--- src/rtl/led_pattern_gen.sv ---
// LED pattern generator: synchronised buttons pick one of four pattern modes and
// an output colour; a switch-selected prescaler paces the pattern updates.
module led_pattern_gen #(
  parameter int N_LEDS   = 8,
  parameter int NB_SEL   = 2,
  parameter int NB_COUNT = 14,
  parameter int NB_SW    = 4,
  parameter int NB_BTN   = 4,
  parameter int LIMIT_0  = 15,
  parameter int LIMIT_1  = 63,
  parameter int LIMIT_2  = 255,
  parameter int LIMIT_3  = 1023
) (
  input  logic              clock,
  input  logic              i_reset,
  input  logic [NB_SW-1:0]  i_sw,
  input  logic [NB_BTN-1:0] i_btn,
  output logic [N_LEDS-1:0] o_led,
  output logic [N_LEDS-1:0] o_led_r,
  output logic [N_LEDS-1:0] o_led_g,
  output logic [N_LEDS-1:0] o_led_b,
  output logic [1:0]        o_mode,
  output logic              o_tick
);

  typedef enum logic [1:0] {
    MODE_SHIFT  = 2'd0,
    MODE_FLASH  = 2'd1,
    MODE_BOUNCE = 2'd2,
    MODE_FILL   = 2'd3
  } mode_e;

  typedef enum logic [1:0] {
    COL_RED   = 2'd0,
    COL_GREEN = 2'd1,
    COL_BLUE  = 2'd2
  } colour_e;

  localparam int                DIR_BIT  = NB_SEL + 1;
  localparam logic [N_LEDS-1:0] ALL_ONES = '1;
  localparam logic [N_LEDS-1:0] ONE_HOT0 = N_LEDS'(1);

  logic [NB_BTN-1:0] btn_s1_q, btn_s2_q, btn_prev_q, btn_evt;

  always_ff @(posedge clock or posedge i_reset) begin
    if (i_reset) begin
      btn_s1_q   <= '0;
      btn_s2_q   <= '0;
      btn_prev_q <= '0;
    end else begin
      btn_s1_q   <= i_btn;
      btn_s2_q   <= btn_s1_q;
      btn_prev_q <= btn_s2_q;
    end
  end

  assign btn_evt = btn_s2_q & ~btn_prev_q;

  logic              enable, dir_sw, mode_adv;
  logic [NB_SEL-1:0] speed_sel;

  assign enable    = i_sw[0];
  assign speed_sel = i_sw[NB_SEL:1];
  assign dir_sw    = i_sw[DIR_BIT];
  assign mode_adv  = btn_evt[0];

  logic [NB_COUNT-1:0] limit, count_q, count_d;
  logic                tick_raw, tick;

  always_comb begin
    limit = NB_COUNT'(LIMIT_0);
    case (speed_sel)
      NB_SEL'(1): limit = NB_COUNT'(LIMIT_1);
      NB_SEL'(2): limit = NB_COUNT'(LIMIT_2);
      NB_SEL'(3): limit = NB_COUNT'(LIMIT_3);
      default:    limit = NB_COUNT'(LIMIT_0);
    endcase
  end

  // >= rather than == so that lowering the limit mid-count still terminates
  assign tick_raw = enable && (count_q >= limit);
  assign tick     = tick_raw && !mode_adv;

  always_comb begin
    count_d = count_q + NB_COUNT'(1);
    if (!enable || mode_adv || tick_raw) count_d = '0;
  end

  mode_e mode_q, mode_d;

  always_ff @(posedge clock or posedge i_reset) begin
    if (i_reset) mode_q <= MODE_SHIFT;
    else         mode_q <= mode_d;
  end

  always_comb begin
    mode_d = mode_q;
    if (mode_adv) begin
      case (mode_q)
        MODE_SHIFT:  mode_d = MODE_FLASH;
        MODE_FLASH:  mode_d = MODE_BOUNCE;
        MODE_BOUNCE: mode_d = MODE_FILL;
        MODE_FILL:   mode_d = MODE_SHIFT;
        default:     mode_d = MODE_SHIFT;
      endcase
    end
  end

  logic [N_LEDS-1:0] pattern_q, pattern_d, pattern_step;
  logic              dir_up_q, dir_up_d;

  always_comb begin
    pattern_step = pattern_q;
    case (mode_q)
      MODE_SHIFT:
        pattern_step = dir_sw ? {pattern_q[0], pattern_q[N_LEDS-1:1]}
                              : {pattern_q[N_LEDS-2:0], pattern_q[N_LEDS-1]};
      MODE_FLASH:
        pattern_step = ~pattern_q;
      MODE_BOUNCE:
        pattern_step = dir_up_q ? (pattern_q << 1) : (pattern_q >> 1);
      MODE_FILL:
        if (pattern_q == ALL_ONES) pattern_step = '0;
        else if (dir_sw)           pattern_step = {1'b1, pattern_q[N_LEDS-1:1]};
        else                       pattern_step = {pattern_q[N_LEDS-2:0], 1'b1};
      default:
        pattern_step = pattern_q;
    endcase
  end

  // A mode change reloads the entry pattern even while disabled.
  always_comb begin
    pattern_d = pattern_q;
    dir_up_d  = dir_up_q;
    if (mode_adv) begin
      dir_up_d = 1'b1;
      case (mode_d)
        MODE_SHIFT:  pattern_d = ONE_HOT0;
        MODE_FLASH:  pattern_d = ALL_ONES;
        MODE_BOUNCE: pattern_d = ONE_HOT0;
        MODE_FILL:   pattern_d = '0;
        default:     pattern_d = ONE_HOT0;
      endcase
    end else if (tick) begin
      pattern_d = pattern_step;
      if (mode_q == MODE_BOUNCE) begin
        if (pattern_step[N_LEDS-1]) dir_up_d = 1'b0;
        else if (pattern_step[0])   dir_up_d = 1'b1;
      end
    end
  end

  colour_e colour_q, colour_d;

  always_comb begin
    colour_d = colour_q;
    if (btn_evt[1])      colour_d = COL_RED;
    else if (btn_evt[2]) colour_d = COL_GREEN;
    else if (btn_evt[3]) colour_d = COL_BLUE;
  end

  always_ff @(posedge clock or posedge i_reset) begin
    if (i_reset) begin
      count_q   <= '0;
      pattern_q <= ONE_HOT0;
      dir_up_q  <= 1'b1;
      colour_q  <= COL_RED;
    end else begin
      count_q   <= count_d;
      pattern_q <= pattern_d;
      dir_up_q  <= dir_up_d;
      colour_q  <= colour_d;
    end
  end

  logic [N_LEDS-1:0] led_gated;

  // Outputs are gated by reset directly so they drop without waiting for an edge.
  always_comb begin
    o_mode    = mode_q;
    o_tick    = tick && !i_reset;
    led_gated = (enable && !i_reset) ? pattern_q : '0;
    o_led     = led_gated;
    o_led_r   = (colour_q == COL_RED)   ? led_gated : '0;
    o_led_g   = (colour_q == COL_GREEN) ? led_gated : '0;
    o_led_b   = (colour_q == COL_BLUE)  ? led_gated : '0;
  end

endmodule

--- config.mk ---
export PLATFORM = sky130hd
export DESIGN_NAME = led_pattern_gen
export DESIGN_NICKNAME = d
export VERILOG_FILES = /design/src/rtl/led_pattern_gen.sv
export SDC_FILE = /design/constraint.sdc
export NUM_CORES = 1
export LEC_CHECK = 0
export ABC_AREA = 1
export CAP_MARGIN = 5
export CORE_ASPECT_RATIO = 1.4
export CORE_MARGIN = 1.5
export CORE_UTILIZATION = 50
export CTS_CLUSTER_DIAMETER = 200
export CTS_CLUSTER_SIZE = 8
export DETAILED_ROUTE_END_ITERATION = 16
export DONT_BUFFER_PORTS = 1
export HOLD_SLACK_MARGIN = 0.06
export PLACE_DENSITY_LB_ADDON = 0.05
export RECOVER_POWER = 50
export REMOVE_ABC_BUFFERS = 1
export SLEW_MARGIN = 20
export SYNTH_ARGS = -nofsm -noshare
export SYNTH_HDL_FRONTEND = slang
export SYNTH_SLANG_ARGS = --single-unit
--- constraint.sdc ---
create_clock -name clock -period 3.4 [get_ports clock]
set_input_delay 0.68 -clock clock [delete_from_list [all_inputs] [get_ports clock]]
set_output_delay 0.68 -clock clock [all_outputs]
set_load 0.01 [all_outputs]
==> results.sh <==
export IMPL_outcome="finished, violations left"
export IMPL_violations="max-capacitance violations, max-slew violations"
export IMPL_port_buffers=0
export IMPL_setup_viol=0
export IMPL_wirelength_microns=4840
export IMPL_initial_core_util_pct=51.6
export IMPL_pin_count=45
export IMPL_path_class="flop to output pin"
export IMPL_finalNetCount=349
export IMPL_cts_sinks=39
export IMPL_ant_nets=0
export IMPL_rows=29
export IMPL_max_freq_ghz=0.403
export IMPL_grt_max_degree=40
export IMPL_die_w_microns=60.8
export IMPL_timing_rr_end="count_q[2]$_DFF_PP0_"
export IMPL_diodes=0
export IMPL_antenna_found_initial=0
export IMPL_syn_avg_cell_area_sq_um=7.32
export IMPL_first_iter_violations=133
export IMPL_vias=1992
export IMPL_ys_warn_count=0
export IMPL_die_area_sq_mm=0.00511
export IMPL_tns_ns=0
export IMPL_drive_above_1_share_pct=11.2
export IMPL_worstSetupStartpointType="flop"
export IMPL_drtPass1Iterations=4
export IMPL_worstReg2RegStart="count_q[9]$_DFF_PP0_"
export IMPL_whs_path_depth=0
export IMPL_grt_total_usage_pct=20.3
export IMPL_total_power_mw=1.56
export IMPL_p_leak_nw=1.26
export IMPL_fin_crit_ns=2.48
export IMPL_critPathArrivalTime_ns=1.80
export IMPL_cts_buffers_inserted=5
export IMPL_wl_per_cell_microns=12.3
export IMPL_worst_path_max_delay_cell="dfrtp_1"
export IMPL_ys_seq_area_share_pct=41.8
export IMPL_cp_top_family="simple AND/OR/NAND/NOR gates"
export IMPL_min_path_type="flop to flop"
export IMPL_post_cts_buffers=0
export IMPL_final_hold_viol_count=0
export IMPL_rsz0062_at_grt="no"
export IMPL_synth_top_area_cell="dfrtp_1"
export IMPL_worstPathCellList="ha_1 > nand2_2 > nor2_4 > nand2_1 > nand2_1 > nand2_1 > nand2_1 > nand2_1 > nand2_2 > nand2_4 > nor3_1"
export IMPL_clockRootBuffer="clkbuf_8"
export IMPL_synth_ff_type="dfrtp_1"
export IMPL_ir_worst_vdd_v=0.000346
export IMPL_holdWs_ns=0.353
export IMPL_reg2reg_depth=8
export IMPL_grt_first_pass_wirelength_microns=7930
export IMPL_required_ns=2.72
export IMPL_clock_path_buffers=2
export IMPL_max_stage_delay_ns=0.37
export IMPL_synth_cell_types=33
export IMPL_synth_edf_count=0
export IMPL_place_ws_ns=0.926
export IMPL_core_area_sq_mm=0.00454
export IMPL_nFillCells=485
export IMPL_hp_start="btn_s1_q[0]$_DFF_PP0_"
export IMPL_crit_fanout=10
export IMPL_max_slew_margin_pct=-33.3
export IMPL_placed_cells=384
export IMPL_syn_inst=320
export IMPL_gr_total_overflow=0
export IMPL_clock_skew_ns=0.00339
export IMPL_hpwl_microns=3660
export IMPL_p_per_area_mw_per_mm2=620
export IMPL_ys_seq_elements=39
export IMPL_regArea_sq_um=978
export IMPL_grt_pass1_vias=1880
export IMPL_insertion_delay_ns=0.28
export IMPL_routabilityCongestion=0.928
export IMPL_setup_slack_ns=0.919
export IMPL_tritoncts="yes"
export IMPL_htreeDepth=2
export IMPL_vias_per_cell=5.08
export IMPL_holdBufCountCts=0
export IMPL_multi_input_area_sq_mm=0.00116
export IMPL_end_kind="output pin"
export IMPL_ys_top_cells_by_area="dfrtp_1, nand2_1, nor2_1"
export IMPL_dieHeight_microns=84.0
export IMPL_async_flop_share_pct=100
export IMPL_maxCapViolations=1
export IMPL_hold_end="btn_s2_q[0]$_DFF_PP0_"
export IMPL_drc_errors=0
export IMPL_syn_cell_area_sq_mm=0.00234
export IMPL_netlist_area_leader_share_pct=39.5
export IMPL_syn2layout_area_growth_pct=7.75
export IMPL_crit_top_cell="nand2_1"
export IMPL_fin_crit_sh_pct=73.0
export IMPL_cp_num_buf_inv=0
export IMPL_slew_violations=40
export IMPL_cts_repair_resized=0
export IMPL_crit_start="count_q[0]$_DFF_PP0_"
export IMPL_clk_pin_slew_worst_paths_ns=0.07
export IMPL_r2r_slack_ns=1.42
export IMPL_stdcell_count=392
export IMPL_worst_pin_slew_ns=2.00
==> stage by stage <==
step | instance area, sq um | utilization, %
2_1_floorplan | 2290 | -
3_3_place_gp | 2440 | 53.8
3_5_place_dp | 2440 | 53.8
4_1_cts | 2530 | 55.7
5_1_grt | 2520 | 55.6
6_report | 2520 | 55.6
==> synth_stat cells, drive strengths merged (2+ instances only) <==
cell type / count
a21oi: 12
a31oi: 7
buf: 5
clkbuf: 4
dfrtp: 37
dfstp: 2
ha: 10
inv: 42
nand2: 94
nand3: 21
nor2: 60
nor3: 6
o21ai: 9
o21bai: 2
xnor2: 2
xor2: 2
==> how the worst max path moves through the flow <==
stage	endpoint	slack, ns	cells past startpoint
6_report	o_tick	0.92	11
3_5_place_dp	o_tick	0.93	10
2_1_floorplan	o_led_b[0]	0.30	5
4_1_cts	o_tick	0.88	11
5_1_grt	btn_prev_q[1]$_DFF_PP0_	0.70	2
3_3_place_gp	o_tick	0.94	10
==> cell families after synthesis <==
logic type	Yosys count	synth area share (%)
AND/OR/NAND/NOR	183	34.3
buffers and inverters	51	9.13
XOR/XNOR	4	1.50
adder cells (fa/ha/maj)	10	5.34
AO/OA/AOI/OAI	32	7.80
other	1	0.160
flip-flops	39	41.8
==> layer usage <==
metal | vias to the layer above | part of all wire (%) | global-route usage (%)
met1 | 935 | 41 | 22.3
met4 | 0 | 1.6 | 7.11
li1 | 1005 | - | -
met2 | 46 | 54 | 37.1
met5 | - | 0 | 0
met3 | 6 | 3.7 | 3.41
==> flip-flops by register name, summed over array words and instances, names as in the netlist <==
name / count
btn_prev_q: 4
btn_s1_q: 4
btn_s2_q: 4
colour_q: 2
count_q: 14
dir_up_q: 1
o_mode: 2
pattern_q: 8
==> worst register-to-register path: stages (launching register included) <==
cell and delay [ns]:
dfrtp_1 0.43, ha_1 0.32, nand2_1 0.07, nand2_1 0.05, nor4_1 0.23, nand2_2 0.11
nand2_4 0.14, nand3_2 0.30, nor3_1 0.24
==> cells in the final DEF (no fill, tap or decap), drive strengths merged <==
cell,netlist,layout
nand2,94,94
nor2,60,60
inv,42,42
dfrtp,37,37
nand3,21,21
a21oi,12,12
ha,10,10
o21ai,9,9
buf,5,8
a31oi,7,7
clkbuf,4,6
nor3,6,6
conb,1,3
o21bai,2,2
xor2,2,2
xnor2,2,2
clkinvlp,0,2
dfstp,2,2
nor4,1,1
a22oi,1,1
nor3b,1,1
o211ai,1,1
clkinv,0,1
==> final cells by class <==
type / instances / share of cell area [%]
clock buffers: 5 / 2.73
clock inverters: 3 / 0.793
inverters: 42 / 6.25
multi-input cells: 232 / 45.9
flip-flops and latches: 39 / 38.8
well taps: 62 / 3.07
repair buffers: 9 / 2.53
==> power breakdown <==
part           switching, mW  internal (mW)  total [mW]  leakage (nW)
clock                  0.160          0.143       0.303        0.0402
sequential            0.0782          0.544       0.622         0.489
combinational          0.427          0.213       0.640         0.731
No activity file was read; power rests on OpenSTA's default activity.
